==> config.mk <==
export PLATFORM = sky130hd
export DESIGN_NAME = imem_loader
export DESIGN_NICKNAME = d
export VERILOG_FILES = /design/src/rtl/imem_loader.sv
export SDC_FILE = /design/constraint.sdc
export NUM_CORES = 1
export LEC_CHECK = 0
export BUFFER_PORTS_ARGS = -buffer_cell sky130_fd_sc_hd__buf_2
export CAP_MARGIN = 20
export CORE_MARGIN = 1.5
export CORE_UTILIZATION = 25
export DETAILED_ROUTE_END_ITERATION = 8
export PLACE_DENSITY = 0.47
export SYNTH_ARGS = -nofsm -noshare
export SYNTH_HDL_FRONTEND = slang
export SYNTH_SLANG_ARGS = --single-unit
==> constraint.sdc <==
create_clock -name clk -period 4.55 [get_ports clk]
set_input_delay 0.6825 -clock clk [delete_from_list [all_inputs] [get_ports clk]]
set_output_delay 0.6825 -clock clk [all_outputs]
set_load 0.01 [all_outputs]
==> src/rtl/imem_loader.sv <==
// rtl/imem_loader.sv - streams 32-bit instruction words into a byte-wide instruction memory
// Holds the CPU off the fetch path while a session is loading.
module imem_loader #(
  parameter int MEM_BYTES = 160
) (
  input  logic        clk,
  input  logic        reset,
  input  logic        start,
  input  logic [63:0] base_addr,
  input  logic [31:0] word_in,
  input  logic        word_valid,
  input  logic        word_last,
  output logic        word_ready,
  output logic        mem_we,
  output logic [63:0] mem_addr,
  output logic [7:0]  mem_wdata,
  output logic        cpu_hold,
  output logic        done,
  output logic        error,
  output logic [15:0] word_count
);

  typedef enum logic [2:0] {
    IDLE      = 3'd0,
    WAIT_WORD = 3'd1,
    WRITE     = 3'd2,
    DONE      = 3'd3,
    ERROR     = 3'd4
  } state_t;

  state_t      state;
  state_t      state_nxt;
  logic [63:0] pointer;
  logic [1:0]  byte_idx;
  logic [31:0] word_q;
  logic        last_q;
  logic [63:0] addr_q;
  logic [7:0]  data_q;
  logic [15:0] count_q;

  logic        start_ok;
  logic        overflow;
  logic [63:0] cur_addr;
  logic [7:0]  cur_byte;

  assign start_ok = start && (base_addr[1:0] == 2'b00);
  // 65-bit sum so a pointer near the top of the address space cannot wrap past the check
  assign overflow = ({1'b0, pointer} + 65'd4) > 65'(MEM_BYTES);
  assign cur_addr = pointer + {62'd0, byte_idx};
  assign cur_byte = word_q[{byte_idx, 3'b000} +: 8];

  assign mem_addr   = mem_we ? cur_addr : addr_q;
  assign mem_wdata  = mem_we ? cur_byte : data_q;
  assign word_count = count_q;

  always_comb begin
    state_nxt  = state;
    word_ready = 1'b0;
    mem_we     = 1'b0;
    cpu_hold   = 1'b0;
    done       = 1'b0;
    error      = 1'b0;
    case (state)
      IDLE: begin
        if (start) state_nxt = start_ok ? WAIT_WORD : ERROR;
      end
      WAIT_WORD: begin
        word_ready = 1'b1;
        cpu_hold   = 1'b1;
        if (word_valid) state_nxt = overflow ? ERROR : WRITE;
      end
      WRITE: begin
        mem_we   = 1'b1;
        cpu_hold = 1'b1;
        if (byte_idx == 2'd3) state_nxt = last_q ? DONE : WAIT_WORD;
      end
      DONE: begin
        done      = 1'b1;
        cpu_hold  = 1'b1;
        state_nxt = IDLE;
      end
      ERROR: begin
        error = 1'b1;
        if (start_ok) state_nxt = WAIT_WORD;
      end
      default: state_nxt = IDLE;
    endcase
  end

  always_ff @(posedge clk) begin
    if (!reset) begin
      state    <= IDLE;
      pointer  <= 64'd0;
      byte_idx <= 2'd0;
      word_q   <= 32'd0;
      last_q   <= 1'b0;
      addr_q   <= 64'd0;
      data_q   <= 8'd0;
      count_q  <= 16'd0;
    end else begin
      state <= state_nxt;
      if ((state == IDLE || state == ERROR) && start_ok) begin
        pointer <= base_addr;
        count_q <= 16'd0;
      end
      if (state == WAIT_WORD && word_valid && !overflow) begin
        word_q   <= word_in;
        last_q   <= word_last;
        byte_idx <= 2'd0;
      end
      if (state == WRITE) begin
        addr_q   <= cur_addr;
        data_q   <= cur_byte;
        byte_idx <= byte_idx + 2'd1;
        if (byte_idx == 2'd3) begin
          pointer <= pointer + 64'd4;
          count_q <= count_q + 16'd1;
        end
      end
    end
  end

endmodule

==> impl_metrics.json <==
{
  "final_nets": 1737,
  "p_comb_share_pct": 10.0,
  "fin_crit_ps": 4183,
  "yosysSeqAreaShare_pct": 33.07,
  "grt_pass1_wl_mm": 70.10,
  "path_clk_slew_ps": 70,
  "synth-seq-cells": 190,
  "cp_max_fo": 8,
  "yosysWarningCount": 0,
  "die_width_um": 217.5,
  "synthArstFlopShare_pct": 0,
  "synth.most_common_cell": "nor2_1",
  "tritoncts": "yes",
  "syn-cell-area_um2": 11500,
  "htreeDepth": 4,
  "synthAdderAreaFrac_pct": 0.7180,
  "synth-compound-area-share_pct": 17.94,
  "drt-total-wl_mm": 46.31,
  "place_area_um2": 13100,
  "cts_resized": 0,
  "achievable-frequency_mhz": 239.1,
  "diodes": 0,
  "clock_power_share_pct": 41.7,
  "grt_overflow": 0,
  "syn-num-nets": 1614,
  "place_inst": 2210,
  "slowest_stage": "dfxtp_1",
  "p_sw_share_pct": 27.68,
  "finalSetupViolCount": 0,
  "hold_class": "input pin to flop",
  "io_buffer_count": 193,
  "drive_gt1_share_pct": 21.44,
  "dp_hpwl_mm": 33.93,
  "crit_path_cell_trace": "ha_1 > nand3_2 > nor3_4 > nand2_1 > nor3_1 > buf_4 > nand3_1 > xor2_1 > a21oi_1 > buf_2",
  "firstDrtPassIters": 5,
  "slew_headroom_pct": 45.82,
  "ctsRootBufferMaster": "clkbuf_16",
  "drv_slew": 0,
  "ios": 194,
  "die_area_um2": 47300,
  "hold_viol": 0,
  "switchingPower_mw": 1.006,
  "routedWlPerCell_um": 20.66,
  "final_cells": 2242,
  "ant_nets": 0,
  "rows": 78,
  "coreArea_um2": 45380,
  "post_cts.repair.setup_buffers": 0,
  "design_area_um2": 13680,
  "pwr_density_cell_nw_per_um2": 265.7,
  "syn-instance-count": 1507,
  "synth_top_flop_cell": "dfxtp_1",
  "synthMuxAreaShare_pct": 3.372,
  "insertion_delay_ps": 470,
  "drc": 0,
  "maxCapViolCount": 0,
  "cp-start-kind": "flop",
  "holdWs_ps": 451.7,
  "synth_top_area_share_pct": 33.07,
  "grt_pass1_vias": 11160,
  "fin_tns_setup_ps": 0,
  "ctsHoldBuffers": 0,
  "cp-end-kind": "output port",
  "period_share_pct": 91.93,
  "grt_util_all_layers_pct": 19.46,
  "synthSimpleGateAreaFrac_pct": 31.48,
  "ys_top_cells_by_count": "nor2_1, dfxtp_1, a21oi_1",
  "synth_top_family_by_area": "simple AND/OR/NAND/NOR gates",
  "status": "complete, no violations",
  "cts_buffer_depth": 2,
  "antenna_found_initial": 2,
  "drt-initial-drc-count": 925,
  "grt_max_degree": 142,
  "arrival_ps": 3500,
  "ir_drop_v": 0.0002236,
  "tightest_slew_ps": 802.5,
  "finClkSkew_ps": 14.43,
  "cts_sinks": 190,
  "synth_edf_count": 0,
  "start_util_pct": 25.34,
  "required_ps": 3870,
  "synth.top_cells.by_area": "dfxtp_1, nor2_1, a21oi_1, xnor2_1, and2_1",
  "synth_xor_xnor_area_share_pct": 7.082,
  "vias": 11660,
  "synthToLayoutAreaGrowth_pct": 18.98,
  "vias_per_cell": 5.199,
  "startpoint": "pointer[2]$_SDFF_PN0_",
  "seq_power_share_pct": 48.2,
  "slowest_delay_ps": 470,
  "ys_types": 71,
  "synth_area_leader_cell": "dfxtp_1",
  "worstSetupPathType": "flop to output port",
  "rsz0062_at_grt": "false",
  "avgSynthCellArea_um2": 7.632,
  "cts_buffers": 17,
  "leakage_nw": 4.876,
  "hp-start": "base_addr[34]",
  "r2r_start": "pointer[2]$_SDFF_PN0_",
  "internal_power_mw": 2.629,
  "gp_congestion": 0.9848,
  "dieHeight_um": 217.5
}
==> final timing paths <==
check	end	slack, ps	cells past startpoint
worst min register to register	word_q[17]$_SDFFE_PN0P_	460	2
worst max-delay path	mem_addr[56]	370	10
worst min-delay path	pointer[34]$_SDFF_PN0_	450	3
worst max register to register	word_q[27]$_SDFFE_PN0P_	520	11
==> power by group through the flow <==
| stage | combinational (mW) | sequential [mW] | clock (mW) |
|---|---|---|---|
| detailed placement | 0.364 | 1.79 | 0 |
| global placement | 0.364 | 1.79 | 0 |
| CTS | 0.367 | 1.75 | 1.57 |
| finish | 0.365 | 1.75 | 1.52 |
| floorplan | 0.256 | 1.74 | 0 |
| global route | 0.398 | 1.76 | 1.63 |
==> layer usage <==
| metal | vias up | track usage (%) | share of wire (%) |
|---|---|---|---|
| met5 | - | 0 | 0.067 |
| met4 | 4 | 6.134 | 2.3 |
| met3 | 65 | 3.250 | 5.1 |
| met2 | 357 | 31.31 | 46 |
| met1 | 5600 | 26.41 | 46 |
| li1 | 5631 | - | - |
==> logic make-up (layout without fill, tap and decap cells) <==
group / after synthesis / in the layout
AOI/OAI and AO/OA: 332 / 332
buffers and inverters: 164 / 299
muxes: 27 / 27
DFF: 190 / 190
adders and majority gates: 6 / 6
and+or+nand+nor: 695 / 695
xor gates and xnor gates: 93 / 93
==> cells in the final DEF (no fill, tap or decap), types with 12 or more instances in the layout <==
| cell | n |
|---|---|
| nor2_1 | 231 |
| buf_2 | 192 |
| dfxtp_1 | 190 |
| a21oi_1 | 145 |
| nand2_1 | 94 |
| and2_1 | 83 |
| nand4_1 | 81 |
| xnor2_1 | 68 |
| o21ai_0 | 62 |
| buf_4 | 56 |
| nand3_1 | 53 |
| nor3_1 | 40 |
| xor2_1 | 25 |
| a311oi_1 | 23 |
| o21ai_2 | 20 |
| and3_1 | 18 |
| clkbuf_16 | 17 |
| nor4_1 | 16 |
| mux2_2 | 14 |
| and4_1 | 14 |
| o221ai_1 | 14 |
| a221oi_1 | 13 |
| inv_1 | 12 |
| o21ai_1 | 12 |
==> cell type report <==
cell class	instances	area [µm²]
flip-flops and latches	190	3804
well taps	600	750.7
clock buffers	23	478.0
repair buffers	255	1529
multi-input cells	1153	6990
fillers	4926	31700
clock inverters	8	83.83
inverters	13	48.80
==> flip-flops by register name, summed over array words and instances (netlist names) <==
signal      flops
state           3
pointer        64
addr_q         64
word_q         32
word_count     16
data_q          8
last_q          1
byte_idx        2
==> stage by stage <==
stage | utilization (%) | setup WS, ps | total power [mW]
CTS | 30.09 | 346.3 | 3.690
floorplan | - | 934.1 | 1.991
global route | 30.15 | 86.14 | 3.789
global placement | 28.86 | 620.2 | 2.153
detailed placement | 28.86 | 590.1 | 2.154
finish | 30.15 | 367.1 | 3.635
==> worst max-delay path: cells and delay by family, from the launching register on <==
| kind | cells | cell delay [ps] |
|---|---|---|
| and+or+nand+nor | 5 | 1450 |
| DFF | 1 | 470 |
| buffers and inverters | 2 | 370 |
| adders and majority gates | 1 | 310 |
| xor gates and xnor gates | 1 | 290 |
| AOI/OAI and AO/OA | 1 | 140 |
(Power assumes the default switching activity.)
